<file path="config.mk">
export PLATFORM = sky130hd
export DESIGN_NAME = pipelined_adder
export DESIGN_NICKNAME = d
export VERILOG_FILES = /design/src/rtl/adder_pkg.sv /design/src/rtl/full_adder_cell.sv /design/src/rtl/pipelined_adder.sv
export SDC_FILE = /design/constraint.sdc
export NUM_CORES = 1
export LEC_CHECK = 0
export ABC_AREA = 1
export CAP_MARGIN = 20
export CORE_AREA = 4 4 61 63
export CTS_CLUSTER_SIZE = 16
export DETAILED_ROUTE_END_ITERATION = 7
export DIE_AREA = 0 0 65 67
export HOLD_SLACK_MARGIN = 0.12
export PLACE_DENSITY = 0.64
export SYNTH_ARGS = -nofsm -noshare
export SYNTH_HDL_FRONTEND = slang
export SYNTH_HIERARCHICAL = 1
export SYNTH_SLANG_ARGS = --single-unit
</file>
<file path="constraint.sdc">
create_clock -name clk -period 3.2 [get_ports clk]
set_input_delay 0.48 -clock clk [delete_from_list [all_inputs] [get_ports clk]]
set_output_delay 0.48 -clock clk [all_outputs]
set_load 0.05 [all_outputs]
</file>
<file path="src/rtl/adder_pkg.sv">
// adder_pkg: shared defaults, per-stage control record and chunk sizing for pipelined_adder
package adder_pkg;
   localparam int DEF_WIDTH  = 8;
   localparam int DEF_STAGES = 2;
   typedef struct packed {
      logic valid;
      logic carry;
      logic sub;
   } stage_t;
   function automatic int chunk_width(input int width, input int stages);
      return stages < 1 ? width : width / stages;
   endfunction
endpackage

</file>
<file path="src/rtl/full_adder_cell.sv">
// full_adder_cell: one-bit full adder
module full_adder_cell (
   input  logic a,
   input  logic b,
   input  logic ci,
   output logic s,
   output logic co
);
   assign s  = a ^ b ^ ci;
   assign co = (a & b) | (ci & (a ^ b));
endmodule

</file>
<file path="src/rtl/pipelined_adder.sv">
// pipelined_adder: streaming ripple adder cut into STAGES carry segments; ADDSUB_EN adds a sub port
module pipelined_adder
   import adder_pkg::*;
#(
   parameter int WIDTH  = DEF_WIDTH,
   parameter int STAGES = DEF_STAGES
) (
   input  logic             clk,
   input  logic             rst_n,
   input  logic             in_valid,
   output logic             in_ready,
   input  logic [WIDTH-1:0] a,
   input  logic [WIDTH-1:0] b,
   input  logic             cin,
`ifdef ADDSUB_EN
   input  logic             sub,
`endif
   output logic             out_valid,
   input  logic             out_ready,
   output logic [WIDTH-1:0] sum,
   output logic             cout,
   output logic             ovf
);
   localparam int C = chunk_width(WIDTH, STAGES);
   if (STAGES < 1 || WIDTH % STAGES != 0) begin : g_bad
      $error("pipelined_adder: WIDTH must be a multiple of STAGES >= 1");
   end
   stage_t ctl_q [STAGES];
   stage_t src_ctl [STAGES];
   logic [WIDTH-1:0] a_q [STAGES], b_q [STAGES], s_q [STAGES];
   logic [WIDTH-1:0] src_a [STAGES], src_b [STAGES], src_s [STAGES], s_d [STAGES];
   logic [WIDTH-1:0] ci, co, fs;
   logic sub_i, stall, ovf_q;
`ifdef ADDSUB_EN
   assign sub_i = sub;
`else
   assign sub_i = 1'b0;
`endif
   always_comb begin
      src_a[0]   = a;
      src_b[0]   = b;
      src_s[0]   = '0;
      src_ctl[0] = '{valid: in_valid, carry: cin | sub_i, sub: sub_i};
      for (int k = 1; k < STAGES; k++) begin
         src_a[k]   = a_q[k-1];
         src_b[k]   = b_q[k-1];
         src_s[k]   = s_q[k-1];
         src_ctl[k] = ctl_q[k-1];
      end
   end
   // each bit belongs to one stage; the first bit of a chunk takes that stage's registered carry
   for (genvar i = 0; i < WIDTH; i++) begin : g_bit
      localparam int K = i / C;
      logic ci_b, co_b;
      if (i % C == 0) begin : g_lo
         assign ci_b = src_ctl[K].carry;
      end else begin : g_hi
         assign ci_b = g_bit[i-1].co_b;
      end
      full_adder_cell u_fa (
         .a (src_a[K][i]),
         .b (src_b[K][i] ^ src_ctl[K].sub),
         .ci(ci_b),
         .s (fs[i]),
         .co(co_b)
      );
      assign ci[i] = ci_b;
      assign co[i] = co_b;
   end
   always_comb begin
      for (int k = 0; k < STAGES; k++)
         for (int j = 0; j < WIDTH; j++)
            s_d[k][j] = (j / C == k) ? fs[j] : src_s[k][j];
   end
   assign stall     = ctl_q[STAGES-1].valid & ~out_ready;
   assign in_ready  = ~stall;
   assign out_valid = ctl_q[STAGES-1].valid;
   assign sum       = s_q[STAGES-1];
   assign cout      = ctl_q[STAGES-1].carry;
   assign ovf       = ovf_q;
   always_ff @(posedge clk) begin
      if (!rst_n) begin
         for (int k = 0; k < STAGES; k++) begin
            ctl_q[k] <= '0;
            a_q[k]   <= '0;
            b_q[k]   <= '0;
            s_q[k]   <= '0;
         end
         ovf_q <= 1'b0;
      end else if (!stall) begin
         for (int k = 0; k < STAGES; k++) begin
            ctl_q[k] <= '{valid: src_ctl[k].valid, carry: co[(k+1)*C-1], sub: src_ctl[k].sub};
            a_q[k]   <= src_a[k];
            b_q[k]   <= src_b[k];
            s_q[k]   <= s_d[k];
         end
         ovf_q <= ci[WIDTH-1] ^ co[WIDTH-1];
      end
   end
endmodule

</file>
==> results of run 1 <==
-- power groups by stage --
stage	clock, mW	combinational (mW)	sequential (mW)
5_1_grt	0.157	0.208	0.411
3_5_place_dp	0	0.193	0.415
3_3_place_gp	0	0.188	0.413
2_1_floorplan	0	0.0695	0.470
4_1_cts	0.143	0.192	0.407
6_report	0.138	0.188	0.406
-- worst max-delay path: stages --
cell	delay [ps]
clkdlybuf4s50_1	430
fa_1	440
fa_1	380
fa_1	380
fa_1	430
inv_1	70
nor2_2	40
-- how the worst max path moves through the flow --
stage                     start        end  slack (ps)
final                      a[0]  s_q[0][3]         610
after global placement     a[0]  s_q[0][3]         270
after CTS                  a[0]  s_q[0][3]         610
after detailed placement   a[0]  s_q[0][3]         260
after floorplan            a[0]  s_q[0][3]         760
after global routing       a[0]  s_q[0][3]         510
-- registers in the layout, summed over array words and instances (netlist names) --
| signal | flops |
|---|---|
| s_q | 12 |
| a_q | 4 |
| b_q | 4 |
| ctl_q | 4 |
| ovf | 1 |
-- cells in the final DEF, fill, tap and decap left out, drive strengths merged --
| cell | instances |
|---|---|
| nand2 | 7 |
| dfxtp | 1 |
| clkdlybuf4s50 | 32 |
| buf | 1 |
| inv | 29 |
| a21oi | 1 |
| nand3 | 1 |
| edfxtp | 24 |
| clkinv | 1 |
| clkbuf | 3 |
| nor2 | 24 |
| fa | 8 |
-- final cells by class --
cell class                      count  area (µm²)  area share, %
Tap cell                           46        57.6           3.57
Timing Repair Buffer               33         328           20.3
Multi-Input combinational cell     41         350           21.7
Inverter                           29         109           6.75
Clock buffer                        3        22.5           1.40
Clock inverter                      1        5.00          0.310
Sequential cell                    25         741           45.9
-- routing by layer --
metal / part of all wire, % / vias to the layer above / wire length, µm / global-route usage (%)
li1: - / 358 / - / -
met1: 39 / 324 / 669 / 9.39
met2: 55 / 15 / 941 / 16.9
met3: 3.7 / 2 / 63 / 1.69
met4: 1.5 / 0 / 26 / 5.54
met5: 0 / - / 0 / 0
-- cells by family after synthesis --
logic type	share of synthesized area, %
compound gates	0.717
fa+ha+maj	13.1
buf+inv	10.7
flops	60.6
simple gates	14.8
==> reports/results.ini, run 1 <==
[drt]
drt-pass1-iter-count=4
vias=699
drc_errors=0
ant_nets=0
wl_per_cell_um=9.55
via_per_inst=3.93
drtIter0Drc=27
wirelength_mm=1.70

[min_path]
hold_end=ovf
hold_class=flip-flop to flip-flop
hold_depth=2
worstHoldStart=ovf

[setup_path]
endpoint_kind=flip-flop
regToRegSetupSlack_ps=700
path_class=primary input to flip-flop
arrival_ps=2650
regToRegStartpoint=a_q[0][4]
required_ps=3260
cp-start-kind=primary input
worstReg2RegEnd=s_q[0][15]
r2r_cells=6
path_max_fanout=1

[placed_design]
placed_cell_area_mm2=0.00159
post-place-ws_ps=260
place_inst=174
io_buffers=32
place_congestion=0.673
hpwlAfterDp_mm=1.32

[floorplanning]
core_mm2=0.00323
dieHeight_um=67
initial_core_util_pct=37.8
rows=21
pin_count=33
die_area_mm2=0.00436
die_x_um=65

[clocking]
cts_buffers=3
postCtsSetupBuffers=0
clock_latency_ps=310
clockRootBuffer=clkbuf_4
clk_pin_slew_ps=140
clockBufferDepth=2
cts.htree.levels=1
cts_tree=built
ctsResizeCount=0
ctsHoldBuffers=0
cts.sinks=25

[power]
power.internal_mw=0.518
swShare_pct=29.3
power_frac_clock_pct=18.8
p_seq_share_pct=55.5
p_switching_mw=0.215
combPwrFrac_pct=25.7
leakagePower_nw=0.696
p_per_area_mw_per_mm2=454
finalPower_mw=0.732
ir_worst_vdd_uv=131

[timing]
skew_ps=6.33
whs_ps=478
rsz0062_at_grt=no
period_share_pct=80.9
maxSlewViolCount=0
relSlewSlack_pct=58.2
hold_viol=0
fmax_mhz=386
worst_slack_ps=611
worst_pin_slew_ps=626
final-setup-viol-count=0
fin_crit_ps=2590
fin_setup_tns_ps=0

[global_route]
antenna_found_initial=0
overflow=0
grt_pass1_wl_mm=2.97
grt_max_degree=25
grt_pass1_vias=751
grt.total_usage_pct=9.08

[synthesis]
synth_edf_count=24
syn-mean-instance-area_um2=12.6
synth_async_sr_flop_share_pct=0
synth_top_area_share_pct=59.0
yosys-top-cells-count=inv_1 (28), edfxtp_1 (24), nor2_2 (18)
ys_seq_elements=25
synth_warnings=6
synth_flop_cell=edfxtp_1
synthTopCellsByArea=edfxtp_1 (59%), fa_1 (13%), nor2_2 (9.2%)
yosysSeqAreaShare_pct=60.6
yosysMostFrequentCell=inv_1
synth.distinct_cells=12
synthesis.area_mm2=0.00122
syn_nets=126
synth_area_leader_cell=edfxtp_1
synth_cells=97

[final_layout]
fin_cells=178
nFillCells=313
drive_gt1_share_pct=20.5
n_antenna_cell=0
nNetsFinal=162
fin_util_pct=49.9
stdcell_area_mm2=0.00161
areaGrowthSynthToFinish_pct=31.9

[run_status]
outcome=finished clean

[flow_run]
cap_violations=0

(Power assumes the default switching activity.)
==> run 2, diff against run 1 <==
--- a/config.mk
+++ b/config.mk
@@ -12,7 +12,7 @@
 export DETAILED_ROUTE_END_ITERATION = 7
 export DIE_AREA = 0 0 65 67
 export HOLD_SLACK_MARGIN = 0.12
-export PLACE_DENSITY = 0.64
+export PLACE_DENSITY = 0.66
 export SYNTH_ARGS = -nofsm -noshare
 export SYNTH_HDL_FRONTEND = slang
 export SYNTH_HIERARCHICAL = 1
==> constraint.sdc (replaced) <==
create_clock -name clk -period 2.3 [get_ports clk]
set_input_delay 0.345 -clock clk [delete_from_list [all_inputs] [get_ports clk]]
set_output_delay 0.345 -clock clk [all_outputs]
set_load 0.05 [all_outputs]
==> run 2 against run 1 <==
Net effect: the run now ends with negative setup slack left; utilization grew 1.8 points; worst hold slack better by 7.2 ps; final area grew 3.6%; critical endpoint is now s_q[0][15]; sequential share of layout area decreased by 1.6 points; register-to-register slack worse by 700 ps; clock-buffer cell count is the same; first-iteration DRC count is 48% lower; largest power group unchanged; highest routed layer unchanged.
==> reports/results.ini, run 2 (synthesis gave the netlist of run 1 again) <==
[setup_path]
path_class=flip-flop to flip-flop
cp-start-kind=flip-flop
required_ps=2490
path_max_fanout=2
max_stage_delay_ps=540
crit_chain=fa_2 > fa_2 > fa_2 > fa_2 > inv_2 > nor2_2
regToRegSetupSlack_ps=-0.4
endpoint_kind=flip-flop
arrival_ps=2490
crit_path_frequent_cell=fa_2
critPathSlowestCell=fa_2
regToRegStartpoint=a_q[0][4]
worstReg2RegEnd=s_q[0][15]
r2r_cells=6

[timing]
whs_ps=485
rsz0062_at_grt=yes
worst_pin_slew_ps=495
final-setup-viol-count=1
worst_slack_ps=-0.350
period_share_pct=100
relSlewSlack_pct=66.9
fin_crit_ps=2300
skew_ps=8.40
hold_viol=0
maxSlewViolCount=0
fmax_mhz=435

[min_path]
hold_end=ovf
hold_depth=2
worstHoldStart=ovf
hold_class=flip-flop to flip-flop

[floorplanning]
die_x_um=65
initial_core_util_pct=37.8
rows=21
die_area_mm2=0.00436
pin_count=33
dieHeight_um=67
core_mm2=0.00323

[global_route]
overflow=0
grt.total_usage_pct=9.21
grt_pass1_wl_mm=2.99
antenna_found_initial=0
grt_max_degree=15
grt_pass1_vias=702

[power]
p_seq_share_pct=54.7
leakagePower_nw=0.722
swShare_pct=29.5
ir_worst_vdd_uv=305
power.internal_mw=0.731
p_per_area_mw_per_mm2=620
power_frac_clock_pct=18.6
p_switching_mw=0.305
combPwrFrac_pct=26.7

[final_layout]
largest_reg_flops=12
drive_gt1_share_pct=30.1
registers.top_by_ff_count=s_q
layout_commonest_cell=clkdlybuf4s50_1
nNetsFinal=166
areaGrowthSynthToFinish_pct=36.6
final_cell_mix=clkdlybuf4s50_1 (28), inv_1 (26), edfxtp_1 (24), nor2_2 (18)
n_antenna_cell=0

[clocking]
cts_tree=built
cts_buffers=3
clockRootBuffer=clkbuf_4
cts.sinks=25
clock_latency_ps=310
clk_pin_slew_ps=140
ctsHoldBuffers=0
cts.htree.levels=1
clockBufferDepth=2

[placed_design]
hpwlAfterDp_mm=1.40
io_buffers=32
post-place-ws_ps=-488
place_congestion=0.663

[flow_run]
cap_violations=0

[drt]
drt-pass1-iter-count=2
wl_per_cell_um=9.82
via_per_inst=3.86
drtIter0Drc=14
drc_errors=0
ant_nets=0
vias=703
wirelength_mm=1.79

[run_status]
outcome=complete, but fails checks
violations=negative setup slack

-- run 2: changes by cell type in the layout (fill, tap and decap cells not counted) --
cell,change
inv_1,-2
dlygate4sd2_1,+2
clkdlybuf4s50_1,-4
inv_2,+2
fa_1,-7
buf_4,+4
fa_2,+7
buf_12,+1
dlymetal6s2s_1,+1
-- run 2: power by group through the flow --
| stage | registers [mW] | clock network (mW) | logic, mW |
|---|---|---|---|
| floorplan | 0.654 | 0 | 0.0985 |
| global placement | 0.576 | 0 | 0.270 |
| detailed placement | 0.578 | 0 | 0.276 |
| CTS | 0.568 | 0.194 | 0.277 |
| global route | 0.572 | 0.215 | 0.301 |
| finish | 0.566 | 0.193 | 0.277 |
-- run 2: routing by layer --
| layer | vias up | track usage, % | wire length (µm) |
|---|---|---|---|
| li1 | 364 | - | - |
| met1 | 316 | 9.14 | 671 |
| met2 | 19 | 18.0 | 1020 |
| met3 | 4 | 2.19 | 68 |
| met4 | 0 | 3.96 | 27 |
| met5 | - | 0 | 0 |
-- run 2: what timing repair did --
| action | 4_1_cts | 5_1_grt |
|---|---|---|
| pin swaps | 2 | 2 |
| resized for setup | 4 | 4 |
| hold endpoints to repair | 0 | 0 |
| buffers inserted | 0 | 1 |
| endpoints found under the setup margin | 5 | 4 |
-- run 2: final cells by class --
| cell class | count | area (µm²) |
|---|---|---|
| clock buffer | 3 | 22.5 |
| clock inverter | 1 | 5.00 |
| fill | 293 | 1560 |
| inverter | 29 | 109 |
| multi-input combinational | 41 | 368 |
| sequential | 25 | 741 |
| tap | 46 | 57.6 |
| timing repair buffer | 37 | 368 |
-- run 2: stage by stage --
| step | setup TNS (ps) | total power [mW] | std cells | cell area (µm²) | util (%) |
|---|---|---|---|---|---|
| floorplan | 0 | 0.753 | 97 | 1230 | - |
| global placement | -902 | 0.846 | 177 | 1630 | 50.4 |
| detailed placement | -1090 | 0.854 | 177 | 1630 | 50.4 |
| CTS | -25.8 | 1.04 | 181 | 1660 | 51.3 |
| global route | -134 | 1.09 | 182 | 1670 | 51.7 |
| finish | -0.350 | 1.04 | 182 | 1670 | 51.7 |
-- run 2: how the worst max path moves through the flow --
stage | start | end | slack [ps] | cells past startpoint
after floorplan | a_q[0][4] | s_q[0][15] | 20 | 6
after global placement | a[0] | s_q[0][3] | -430 | 7
after detailed placement | a[0] | s_q[0][3] | -490 | 7
after CTS | ctl_q[0][1] | s_q[0][15] | -20 | 6
after global routing | a_q[0][4] | s_q[0][15] | -70 | 6
final | a_q[0][4] | s_q[0][15] | -0.4 | 6
-- run 2: critical path, delay by kind of cell, from the launching register on --
family	cells	cell delay (ps)
adders and majority gates	4	1650
DFF	1	420
and+or+nand+nor	1	80
buffers and inverters	1	30
